## src/rtl/pipeline_ctrl.sv

```systemverilog
// pipeline_ctrl: hazard and halt sequencer for the 5-stage pipeline.
//
// Each cycle it picks the fetch next-PC source, decides whether the PC and IF/ID
// hold, and decides whether IF/ID or ID/EX take a NOP. When the halt word is
// fetched, it drains EX/MEM/WB and then parks in HALT. It also keeps
// cycle, stall and redirect performance counters.
//
// Ports:
//   clk, reset          clock, synchronous active-high reset
//   id_rs, id_rt        source register fields of the instruction in ID
//   id_uses_rt          ID instruction reads rt
//   id_jump, id_jr      J/JAL or JR in ID
//   ex_mem_read, ex_rt  load in EX and its destination register
//   ex_branch_taken     branch in EX resolved taken
//   if_halt_seen        fetched word is the halt word
//   pc_source           00 PC+1, 01 branch, 10 JR register, 11 jump target
//   pc_stall            hold PC and IF/ID
//   flush_if_id         load NOP into IF/ID
//   bubble_id_ex        load NOP into ID/EX
//   halted              pipeline drained (sticky until reset)
//   cycle_count, stall_count, redirect_count  performance counters
module pipeline_ctrl #(
    parameter int DRAIN_CYCLES = 3
) (
    input  logic        clk,
    input  logic        reset,
    input  logic [4:0]  id_rs,
    input  logic [4:0]  id_rt,
    input  logic        id_uses_rt,
    input  logic        id_jump,
    input  logic        id_jr,
    input  logic        ex_mem_read,
    input  logic [4:0]  ex_rt,
    input  logic        ex_branch_taken,
    input  logic        if_halt_seen,
    output logic [1:0]  pc_source,
    output logic        pc_stall,
    output logic        flush_if_id,
    output logic        bubble_id_ex,
    output logic        halted,
    output logic [31:0] cycle_count,
    output logic [31:0] stall_count,
    output logic [31:0] redirect_count
);

    // The drain counter only has to hold DRAIN_CYCLES-1.
    localparam int CW = (DRAIN_CYCLES > 1) ? $clog2(DRAIN_CYCLES) : 1;
    localparam logic [CW-1:0] DRAIN_LOAD = (DRAIN_CYCLES > 0) ? CW'(DRAIN_CYCLES - 1) : '0;

    typedef enum logic [1:0] {RUN, DRAIN, HALT} state_t;

    state_t        state, next_state;
    logic [CW-1:0] drain_cnt, next_cnt;
    logic [31:0]   cyc_q, stl_q, red_q;
    logic          inc_stall, inc_redir;
    logic          lu;

    assign lu = ex_mem_read && (ex_rt != 5'd0) &&
                ((ex_rt == id_rs) || (id_uses_rt && (ex_rt == id_rt)));

    always_comb begin
        next_state   = state;
        next_cnt     = drain_cnt;
        inc_stall    = 1'b0;
        inc_redir    = 1'b0;
        pc_source    = 2'b00;
        pc_stall     = 1'b0;
        flush_if_id  = 1'b0;
        bubble_id_ex = 1'b0;
        halted       = 1'b0;
        case (state)
            RUN: begin
                if (ex_branch_taken) begin
                    // Any halt fetched alongside is wrong-path and gets flushed.
                    pc_source    = 2'b01;
                    flush_if_id  = 1'b1;
                    bubble_id_ex = 1'b1;
                    inc_redir    = 1'b1;
                end else if (lu) begin
                    // A jump/JR in ID is deferred. It is still in ID next cycle.
                    pc_stall     = 1'b1;
                    bubble_id_ex = 1'b1;
                    inc_stall    = 1'b1;
                end else if (id_jr) begin
                    pc_source   = 2'b10;
                    flush_if_id = 1'b1;
                    inc_redir   = 1'b1;
                end else if (id_jump) begin
                    pc_source   = 2'b11;
                    flush_if_id = 1'b1;
                    inc_redir   = 1'b1;
                end else if (if_halt_seen) begin
                    pc_stall    = 1'b1;
                    flush_if_id = 1'b1;
                    if (DRAIN_CYCLES == 0) begin
                        next_state = HALT;
                    end else begin
                        next_state = DRAIN;
                        next_cnt   = DRAIN_LOAD;
                    end
                end
            end
            DRAIN: begin
                flush_if_id = 1'b1;
                if (ex_branch_taken) begin
                    // An older branch resolved taken, so the halt was wrong-path.
                    pc_source    = 2'b01;
                    bubble_id_ex = 1'b1;
                    inc_redir    = 1'b1;
                    next_state   = RUN;
                    next_cnt     = '0;
                end else begin
                    pc_stall = 1'b1;
                    if (drain_cnt == '0) next_state = HALT;
                    else                 next_cnt   = drain_cnt - CW'(1);
                end
            end
            HALT: begin
                pc_stall     = 1'b1;
                flush_if_id  = 1'b1;
                bubble_id_ex = 1'b1;
                halted       = 1'b1;
            end
            default: next_state = RUN;
        endcase
        // A reset cycle presents all-zero outputs, whatever the state and inputs are.
        if (reset) begin
            pc_source    = 2'b00;
            pc_stall     = 1'b0;
            flush_if_id  = 1'b0;
            bubble_id_ex = 1'b0;
            halted       = 1'b0;
        end
    end

    assign cycle_count    = reset ? 32'd0 : cyc_q;
    assign stall_count    = reset ? 32'd0 : stl_q;
    assign redirect_count = reset ? 32'd0 : red_q;

    always_ff @(posedge clk) begin
        if (reset) begin
            state     <= RUN;
            drain_cnt <= '0;
            cyc_q     <= '0;
            stl_q     <= '0;
            red_q     <= '0;
        end else begin
            state     <= next_state;
            drain_cnt <= next_cnt;
            if (state != HALT) cyc_q <= cyc_q + 32'd1;
            if (inc_stall)     stl_q <= stl_q + 32'd1;
            if (inc_redir)     red_q <= red_q + 32'd1;
        end
    end

endmodule

```

## config.mk

```make
export PLATFORM = sky130hd
export DESIGN_NAME = pipeline_ctrl
export DESIGN_NICKNAME = d
export VERILOG_FILES = /design/src/rtl/pipeline_ctrl.sv
export SDC_FILE = /design/constraint.sdc
export NUM_CORES = 1
export LEC_CHECK = 0
export ABC_AREA = 0
export BUFFER_PORTS_ARGS = -buffer_cell sky130_fd_sc_hd__buf_4
export CORE_UTILIZATION = 30
export DETAILED_ROUTE_END_ITERATION = 10
export PLACE_DENSITY = 0.55
export SLEW_MARGIN = 25
export SYNTH_ARGS = -nofsm -noshare
export SYNTH_HDL_FRONTEND = slang
export SYNTH_SLANG_ARGS = --single-unit
```

## constraint.sdc

```tcl
create_clock -name clk -period 6.8 [get_ports clk]
set_input_delay 0.34 -clock clk [delete_from_list [all_inputs] [get_ports clk]]
set_output_delay 0.34 -clock clk [all_outputs]
set_load 0.03 [all_outputs]
```

==> results of run 1 <==
-- final cells by class --
class	count	area, um2
fillers	1913	11100
multi-input cells	556	3470
flip-flops and latches	100	2000
repair buffers	125	942
well taps	229	287
clock buffers	11	243
clock inverters	5	108
inverters	21	78.8
-- stage by stage --
stage | hold slack [ns] | util
floorplan | 0.458 | -
CTS | 0.386 | 0.390
global route | 0.456 | 0.390
finish | 0.414 | 0.390
global placement | 0.472 | 0.371
detailed placement | 0.481 | 0.371
-- placed cells by master (no fill, tap or decap), types with 21 or more instances in the layout --
master,instances
sky130_fd_sc_hd__xnor2_1,32
sky130_fd_sc_hd__buf_4,124
sky130_fd_sc_hd__nor2_1,103
sky130_fd_sc_hd__nand3_1,38
sky130_fd_sc_hd__nand2_1,39
sky130_fd_sc_hd__inv_1,21
sky130_fd_sc_hd__dfxtp_1,100
sky130_fd_sc_hd__nand4_1,32
sky130_fd_sc_hd__o21ai_0,22
sky130_fd_sc_hd__nor2b_1,91
sky130_fd_sc_hd__mux2_2,33
-- cells by family after synthesis --
kind of cell | after synthesis | synth area share
AO/OA/AOI/OAI | 70 | 0.0794
XOR/XNOR | 49 | 0.0754
adder cells (fa/ha/maj) | 8 | 0.0176
buffers and inverters | 57 | 0.0383
flip-flops | 100 | 0.352
multiplexers | 35 | 0.0691
AND/OR/NAND/NOR | 394 | 0.368
-- state kept, by name, summed over array words and instances, names as in the netlist --
register,cells
cyc_q,32
drain_cnt,2
red_q,32
stl_q,32
state,2
-- how the worst min path moves through the flow --
stage / slack (ns) / to / from / cells past startpoint
final: 0.41 / stl_q[1]$_SDFFE_PP0P_ / ex_branch_taken / 4
after global routing: 0.46 / drain_cnt[0]$_SDFFE_PP0P_ / ex_branch_taken / 4
after CTS: 0.39 / stl_q[1]$_SDFFE_PP0P_ / ex_branch_taken / 4
after detailed placement: 0.48 / cyc_q[25]$_SDFFE_PP0P_ / cyc_q[25]$_SDFFE_PP0P_ / 2
after global placement: 0.47 / cyc_q[25]$_SDFFE_PP0P_ / cyc_q[25]$_SDFFE_PP0P_ / 2
after floorplan: 0.46 / cyc_q[25]$_SDFFE_PP0P_ / cyc_q[25]$_SDFFE_PP0P_ / 2
-- metal layers --
metal | GRT usage | part of all wire
met1 | 0.204 | 0.49
met2 | 0.246 | 0.45
met3 | 0.0310 | 0.040
met4 | 0.0578 | 0.016
met5 | 0 | 0
-- power groups by stage --
| stage | clock network (uW) | logic (uW) | registers, uW |
|---|---|---|---|
| 4_1_cts | 627 | 201 | 612 |
| 2_1_floorplan | 0 | 139 | 622 |
| 5_1_grt | 650 | 219 | 615 |
| 6_report | 610 | 198 | 612 |
| 3_5_place_dp | 0 | 200 | 626 |
| 3_3_place_gp | 0 | 199 | 626 |
-- critical path: stages, from the launching register on --
cell and delay [ns]:
sky130_fd_sc_hd__dfxtp_1 0.35, sky130_fd_sc_hd__inv_1 0.09, sky130_fd_sc_hd__ha_1 0.35, sky130_fd_sc_hd__nor2b_1 0.33, sky130_fd_sc_hd__nand3_2 0.50, sky130_fd_sc_hd__a211oi_1 0.38
sky130_fd_sc_hd__buf_4 0.20
==> results.py, run 1 <==
metrics = {
    "status": {
        "status": "completed",
    },
    "job": {
        "cap_viol_max_count": 0,
    },
    "worst_setup_path": {
        "r2r_setup_slack_ns": 3.94,
        "critical_path.reg2reg.endpoint": "red_q[18]$_SDFFE_PP0P_",
        "worst-endpoint-required_ns": 6.46,
        "critical_path.endpoint_type": "output pin",
        "end_of_the_critical_path": "pc_stall",
        "arrival_ns": 2.57,
        "start_kind": "flop",
        "crit_path_max_fo": 28,
        "r2r-start": "state[0]$_SDFFE_PP0P_",
        "r2r_cells": 8,
        "worst_setup_path_startpoint": "state[1]$_SDFFE_PP0P_",
        "critPathKind": "flop to output pin",
    },
    "logic_synthesis": {
        "netlist_top_cells_area": "sky130_fd_sc_hd__dfxtp_1 35%, sky130_fd_sc_hd__nor2b_1 10%, sky130_fd_sc_hd__nor2_1 6.8%",
        "post-synth-top-count-cell": "sky130_fd_sc_hd__nor2_1",
        "mappedNetlistNets": 744,
        "synth.cells.most_frequent": "103 x sky130_fd_sc_hd__nor2_1, 100 x sky130_fd_sc_hd__dfxtp_1, 91 x sky130_fd_sc_hd__nor2b_1",
        "yosys.area.top_type": "sky130_fd_sc_hd__dfxtp_1",
        "netlist-cell-type-count": 48,
        "synthesis.yosys.warnings": 0,
        "synth_edf_count": 0,
        "ys_seq_area_frac": 0.352,
        "post_synth.cell_area_avg_um2": 7.98,
        "synthCells": 713,
        "synthesis.area_mm2": 0.00569,
        "synth_top_area_share": 0.352,
        "postSynthRegisterBits": 100,
        "most_used_flip_flop_cell_after_synthesis": "sky130_fd_sc_hd__dfxtp_1",
        "async_reset_ff_frac": 0,
    },
    "power": {
        "share_comb_of_total_power": 0.140,
        "worst_ir_drop_vdd_uv": 134,
        "powerDensity_mw_per_mm2": 199,
        "total_power_uw": 1420,
        "power.leakage_uw": 0.00275,
        "seq_power_share": 0.431,
        "pwr-share-clk": 0.429,
        "power.net_switching_uw": 379,
        "switching_share": 0.267,
        "p_int_uw": 1040,
    },
    "placement": {
        "post-dp-hpwl_um": 10600,
        "detailed_place.area_mm2": 0.00678,
        "port-buffer-count": 124,
        "finalWeightedCongestion": 0.754,
        "pre_cts_ws_ns": 3.91,
        "place.detailed.instances": 1031,
    },
    "detailed_routing": {
        "routed_wirelength_um": 14700,
        "postRouteAntennaNets": 0,
        "route.detailed.vias_per_inst": 4.94,
        "drt_pass1_iterations": 6,
        "wl_per_cell_um": 14.0,
        "drt-initial-drc-count": 281,
        "vias": 5173,
        "remaining_drc_errors": 0,
    },
    "timing": {
        "layout_setup_ws_ns": 3.89,
        "maxSlewHeadroom": 0.436,
        "finalSetupViolations": 0,
        "final_min_period_over_clock_period": 0.428,
        "report.final.hold_viol_count": 0,
        "setup-tns-final_ns": 0,
        "timing.fmax_mhz": 344,
        "unrepaired_setup_endpoints_after_global_routing": "false",
        "timing.final.max_slew_violations": 0,
        "clock_skew_ns": 0.0111,
        "post-route-min-period_ns": 2.91,
        "worst_slew_pin_slew_ns": 0.846,
    },
    "global_route": {
        "antenna_found_initial": 0,
        "grt_max_degree": 121,
        "grt_pass1_wl_um": 24300,
        "vias_in_the_first_global_route": 4789,
        "grt_remaining_overflow": 0,
        "groute.usage.overall": 0.154,
    },
    "die": {
        "die-area_mm2": 0.0195,
        "fp.coreArea_mm2": 0.0183,
        "ioPinCount": 125,
        "row_count": 49,
        "fp.dieW_um": 140,
        "chipHeight_um": 140,
        "initial_utilization": 0.311,
    },
    "clock_network": {
        "postCtsHoldBufs": 0,
        "clk_pin_slew_worst_paths_ns": 0.07,
        "cts_inserted_buffers": 9,
        "cts_repair_resize_count": 0,
        "tritoncts": "built",
        "post_cts.repair.setup_buffers": 0,
        "clk-insertion-delay-late_ns": 0.36,
        "cts-root-buf": "sky130_fd_sc_hd__clkbuf_16",
        "max-clock-path-buffers": 2,
        "htree_levels": 3,
        "clock_sinks": 100,
    },
    "final_layout": {
        "numnets_final": 844,
        "instances_no_fill": 1047,
        "areaGrowthSynthToFinish_pct": 25.4,
        "post_route_cells_drive_above_1_share": 0.227,
        "fin_area_mm2": 0.00713,
        "n_antenna_cell": 0,
    },
    "worst_hold_path": {
        "worstHoldPathType": "primary input to flop",
    },
}
Power figures use the tool's default switching activity.
==> inputs of run 2 (changes only) <==
- clock period: 6.8 -> 2.75 ns (I/O delays scaled with it)
==> run 2 against run 1 <==
Combinational power grew to 2.5 times the previous value. Largest power group unchanged. Hold slack lost 0.20 ns. Register-to-register slack lost 3.7 ns.
==> results.py, run 2 (synthesis results as in run 1) <==
metrics = {
    "status": {
        "status": "completed",
    },
    "placement": {
        "post-dp-hpwl_um": 10800,
        "port-buffer-count": 124,
        "pre_cts_ws_ns": 0.278,
        "finalWeightedCongestion": 0.802,
    },
    "global_route": {
        "vias_in_the_first_global_route": 4737,
        "grt_remaining_overflow": 0,
        "groute.usage.overall": 0.152,
        "grt_max_degree": 128,
        "antenna_found_initial": 0,
        "grt_pass1_wl_um": 24100,
    },
    "worst_setup_path": {
        "critical-path-top-cell-by-count": "sky130_fd_sc_hd__inv_1",
        "critical_path.endpoint_type": "flop",
        "cp_slowest_stage_delay_ns": 0.53,
        "r2r_setup_slack_ns": 0.22,
        "worst_path_dominant_cell_family": "compound AO/OA/AOI/OAI gates",
        "r2r-start": "state[0]$_SDFFE_PP0P_",
        "worst-path-buf-inv": 3,
        "start_kind": "flop",
        "worst-endpoint-required_ns": 2.99,
        "arrival_ns": 2.77,
        "crit_path_max_fo": 15,
        "critical_path.reg2reg.endpoint": "red_q[11]$_SDFFE_PP0P_",
        "critical_path.cell_chain": "inv_1 -> ha_1 -> o21ai_0 -> inv_1 -> a21oi_1 -> nand2_1 -> buf_4 -> nand4_1 -> mux2_2",
        "r2r_cells": 9,
        "timing.critical_path.slowest_stage_cell": "sky130_fd_sc_hd__a21oi_1",
        "critPathKind": "flop to flop",
    },
    "detailed_routing": {
        "wl_per_cell_um": 14.1,
        "remaining_drc_errors": 0,
        "postRouteAntennaNets": 0,
        "drt_pass1_iterations": 4,
        "vias": 5167,
        "routed_wirelength_um": 14900,
        "drt-initial-drc-count": 321,
        "route.detailed.vias_per_inst": 4.89,
    },
    "power": {
        "pwr-share-clk": 0.380,
        "share_comb_of_total_power": 0.154,
        "p_int_uw": 2300,
        "power.leakage_uw": 0.00276,
        "switching_share": 0.295,
        "powerDensity_mw_per_mm2": 455,
        "power.net_switching_uw": 960,
        "total_power_uw": 3260,
        "worst_ir_drop_vdd_uv": 308,
        "seq_power_share": 0.466,
    },
    "die": {
        "die-area_mm2": 0.0195,
        "initial_utilization": 0.311,
        "row_count": 49,
        "ioPinCount": 125,
        "fp.dieW_um": 140,
        "fp.coreArea_mm2": 0.0183,
        "chipHeight_um": 140,
    },
    "clock_network": {
        "htree_levels": 3,
        "tritoncts": "built",
        "cts_repair_resize_count": 0,
        "cts-root-buf": "sky130_fd_sc_hd__clkbuf_16",
        "cts_inserted_buffers": 9,
        "clk-insertion-delay-late_ns": 0.36,
        "post_cts.repair.setup_buffers": 0,
        "max-clock-path-buffers": 2,
        "clock_sinks": 100,
        "postCtsHoldBufs": 0,
        "clk_pin_slew_worst_paths_ns": 0.07,
    },
    "worst_hold_path": {
        "whs_endpoint": "drain_cnt[0]$_SDFFE_PP0P_",
        "worstHoldPathType": "primary input to flop",
        "hold_start": "ex_branch_taken",
        "holdPathStages": 4,
    },
    "timing": {
        "layout_setup_ws_ns": 0.224,
        "report.final.hold_viol_count": 0,
        "timing.fmax_mhz": 396,
        "unrepaired_setup_endpoints_after_global_routing": "false",
        "worst_slew_pin_slew_ns": 0.920,
        "timing.final.max_slew_violations": 0,
        "final_min_period_over_clock_period": 0.919,
        "post-route-min-period_ns": 2.53,
        "finalSetupViolations": 0,
        "fin_worst_hold_slack_ns": 0.211,
        "setup-tns-final_ns": 0,
        "clock_skew_ns": 0.00924,
        "maxSlewHeadroom": 0.387,
    },
    "final_layout": {
        "layout_commonest_cell": "sky130_fd_sc_hd__buf_4",
        "numnets_final": 853,
        "n_antenna_cell": 0,
        "post_route_cells_drive_above_1_share": 0.237,
        "areaGrowthSynthToFinish_pct": 25.8,
        "reg.largest.list": "cyc_q (32), red_q (32), stl_q (32)",
        "mostFrequentLayoutCells": "132 x sky130_fd_sc_hd__buf_4, 103 x sky130_fd_sc_hd__nor2_1, 100 x sky130_fd_sc_hd__dfxtp_1",
        "layout.filler_cells": 1915,
        "finish.utilization": 0.392,
    },
    "job": {
        "cap_viol_max_count": 0,
    },
}
==> run 2: cell count changes in the layout (fill, tap and decap cells not counted), sizes merged <==
cell | previous run | this run
inv | 22 | 21
bufinv | 3 | 0
clkbuf | 11 | 9
clkinvlp | 0 | 3
clkinv | 1 | 4
buf | 125 | 134
==> run 2: area by class of cell <==
cell class | count | area [um2] | area share
clock buffers | 9 | 225 | 0.0315
clock inverters | 7 | 65.1 | 0.00909
inverters | 21 | 78.8 | 0.0110
multi-input cells | 556 | 3470 | 0.486
flip-flops and latches | 100 | 2000 | 0.280
well taps | 229 | 287 | 0.0400
repair buffers | 134 | 1020 | 0.143
==> run 2: how the worst max path moves through the flow <==
stage	startpoint	to	slack [ns]	cells past startpoint
finish	state[0]$_SDFFE_PP0P_	red_q[11]$_SDFFE_PP0P_	0.22	9
global route	state[0]$_SDFFE_PP0P_	red_q[31]$_SDFFE_PP0P_	0.005	9
CTS	state[0]$_SDFFE_PP0P_	pc_stall	0.12	6
detailed placement	state[0]$_SDFFE_PP0P_	red_q[11]$_SDFFE_PP0P_	0.28	9
global placement	state[0]$_SDFFE_PP0P_	red_q[31]$_SDFFE_PP0P_	0.29	9
floorplan	state[0]$_SDFFE_PP0P_	pc_stall	0.17	8
==> run 2: worst min-delay path, stage by stage <==
cell                      delay (ns)
sky130_fd_sc_hd__buf_4          0.14
sky130_fd_sc_hd__nor3_1         0.08
sky130_fd_sc_hd__nand3_1        0.08
sky130_fd_sc_hd__o32ai_1        0.07
==> run 2: power groups by stage <==
stage          Sequential [uW]  Clock [uW]  Combinational (uW)
6_report                  1520        1240                 503
5_1_grt                   1520        1350                 554
4_1_cts                   1520        1300                 508
3_5_place_dp              1550           0                 507
3_3_place_gp              1550           0                 503
2_1_floorplan             1540           0                 343
==> run 2: stage by stage <==
step                      instances  instance area [um2]
after detailed placement       1040                 6860
after CTS                      1056                 7150
after global routing           1056                 7150
after floorplan                 713                 5690
final                          1056                 7150
after global placement         1040                 6860
==> run 2: metal layers <==
layer	share of wire	GRT usage	up-vias	routed length [um]
li1	-	-	2701	-
met1	0.48	0.201	2341	7200
met2	0.45	0.243	112	6720
met3	0.052	0.0392	13	776
met4	0.012	0.0434	0	185
met5	0	0	-	0
==> inputs of run 3 (changes only) <==
- clock period: 2.75 -> 2.6 ns (I/O delays scaled with it)
==> run 3 against run 2 <==
Non-clock buffer count is 9 higher. Core utilization is 0.60 points higher. Power is 12% higher. Combinational power increased by 8.0%. Global-route usage increased by 0.54 points.
==> results.py, run 3 (synthesis results as in run 1) <==
metrics = {
    "timing": {
        "unrepaired_setup_endpoints_after_global_routing": "false",
        "finalSetupViolations": 0,
        "fin_worst_hold_slack_ns": 0.216,
        "report.final.hold_viol_count": 0,
        "timing.fmax_mhz": 435,
        "setup-tns-final_ns": 0,
        "post-route-min-period_ns": 2.30,
        "maxSlewHeadroom": 0.451,
        "final_min_period_over_clock_period": 0.884,
        "timing.final.max_slew_violations": 0,
        "worst_slew_pin_slew_ns": 0.824,
        "layout_setup_ws_ns": 0.301,
        "clock_skew_ns": 0.00776,
    },
    "global_route": {
        "grt_pass1_wl_um": 24800,
        "global_route.usage.met3": 0.0416,
        "vias_in_the_first_global_route": 4916,
        "grt_remaining_overflow": 0,
        "grt_max_degree": 117,
        "gr-usage-met1": 0.213,
        "groute.usage.overall": 0.158,
        "global_routing_s_busiest_layer": "met2",
        "use_met2": 0.246,
        "antenna_found_initial": 0,
    },
    "die": {
        "die-area_mm2": 0.0195,
        "fp.coreArea_mm2": 0.0183,
        "chipHeight_um": 140,
        "ioPinCount": 125,
        "fp.dieW_um": 140,
        "row_count": 49,
        "initial_utilization": 0.311,
    },
    "worst_setup_path": {
        "critical_path.cell_chain": "inv_1 -> ha_2 -> o21ai_0 -> inv_1 -> o221a_2 -> o21ai_2 -> or4_1 -> mux2_1",
        "arrival_ns": 2.54,
        "critical-path-top-cell-by-count": "sky130_fd_sc_hd__inv_1",
        "critPathKind": "flop to flop",
        "crit_path_max_fo": 12,
        "cp_slowest_stage_delay_ns": 0.52,
        "timing.critical_path.slowest_stage_cell": "sky130_fd_sc_hd__or4_1",
        "worst-endpoint-required_ns": 2.84,
        "start_kind": "flop",
        "worst-path-buf-inv": 2,
        "critical_path.endpoint_type": "flop",
        "r2r-start": "state[0]$_SDFFE_PP0P_",
        "worst_setup_path_startpoint": "state[0]$_SDFFE_PP0P_",
        "worst_path_dominant_cell_family": "simple AND/OR/NAND/NOR gates",
    },
    "clock_network": {
        "clk_pin_slew_worst_paths_ns": 0.07,
        "clk-insertion-delay-late_ns": 0.35,
        "post_cts.repair.setup_buffers": 0,
        "cts-root-buf": "sky130_fd_sc_hd__clkbuf_16",
        "tritoncts": "built",
        "cts_inserted_buffers": 9,
        "max-clock-path-buffers": 2,
        "clock_sinks": 100,
        "htree_levels": 3,
        "postCtsHoldBufs": 0,
    },
    "final_layout": {
        "mostFrequentLayoutCells": "141 x sky130_fd_sc_hd__buf_4, 103 x sky130_fd_sc_hd__nor2_1, 100 x sky130_fd_sc_hd__dfxtp_1",
        "areaGrowthSynthToFinish_pct": 27.7,
        "post_route_cells_drive_above_1_share": 0.245,
        "numnets_final": 862,
        "n_antenna_cell": 0,
        "layout_commonest_cell": "sky130_fd_sc_hd__buf_4",
        "reg.largest.list": "cyc_q (32), red_q (32), stl_q (32)",
    },
    "detailed_routing": {
        "drt_pass1_iterations": 6,
        "routed_wirelength_um": 15100,
        "route.detailed.vias_per_inst": 4.96,
        "wl_per_cell_um": 14.1,
        "remaining_drc_errors": 0,
        "vias": 5279,
        "postRouteAntennaNets": 0,
        "drt-initial-drc-count": 244,
    },
    "placement": {
        "pre_cts_ws_ns": 0.105,
        "finalWeightedCongestion": 0.842,
        "port-buffer-count": 124,
        "post-dp-hpwl_um": 11100,
    },
    "power": {
        "worst_ir_drop_vdd_uv": 317,
        "powerDensity_mw_per_mm2": 502,
        "power.leakage_uw": 0.00283,
    },
    "worst_hold_path": {
        "worstHoldPathType": "primary input to flop",
        "hold_start": "ex_branch_taken",
    },
    "job": {
        "cap_viol_max_count": 0,
    },
    "status": {
        "status": "completed",
    },
}
## run 3: worst register-to-register path, cell delays in order (launching register included)
cell                      delay (ns)
sky130_fd_sc_hd__dfxtp_1        0.34
sky130_fd_sc_hd__inv_1          0.09
sky130_fd_sc_hd__ha_2           0.29
sky130_fd_sc_hd__o21ai_0        0.17
sky130_fd_sc_hd__inv_1          0.14
sky130_fd_sc_hd__o221a_2        0.23
sky130_fd_sc_hd__o21ai_2        0.09
sky130_fd_sc_hd__or4_1          0.52
sky130_fd_sc_hd__mux2_1         0.31
## run 3: area by class of cell
class | instances | area [um2]
clock buffers | 11 | 243
clock inverters | 5 | 85.1
fillers | 1911 | 11000
inverters | 21 | 78.8
multi-input cells | 556 | 3480
flip-flops and latches | 100 | 2000
well taps | 229 | 287
repair buffers | 143 | 1090
## run 3: report_power, final
part / internal (uW) / switching [uW] / leakage (uW)
Combinational: 210 / 333 / 0.00187
Sequential: 1560 / 38.6 / 0.000806
Clock: 875 / 628 / 0.000156
Total: 2650 / 999 / 0.00283
## run 3: per-layer routing
metal | wire length (um) | share of wire
met1 | 7360 | 0.49
met2 | 6760 | 0.45
met3 | 738 | 0.049
met4 | 191 | 0.013
met5 | 0 | 0
## run 3: repair_timing
item / 4_1_cts / 5_1_grt
endpoints found under the setup margin: 0 / 16
hold endpoints to repair: 0 / 0
gates resized for setup: 0 / 4
## run 3: path summary, 6_finish.rpt
kind,to,slack (ns),cells after the start
worst max-delay path,red_q[24]$_SDFFE_PP0P_,0.30,8
worst min-delay path,drain_cnt[0]$_SDFFE_PP0P_,0.22,4
worst max register to register,red_q[24]$_SDFFE_PP0P_,0.30,8
worst min register to register,cyc_q[25]$_SDFFE_PP0P_,0.48,2
## run 3: through the flow
step,util,total power (uW),cell area [um2],instances
after floorplan,-,1990,5690,713
after global placement,0.379,2180,6930,1049
after detailed placement,0.379,2180,6930,1049
after CTS,0.397,3690,7250,1065
after global routing,0.398,3800,7260,1065
final,0.398,3650,7260,1065
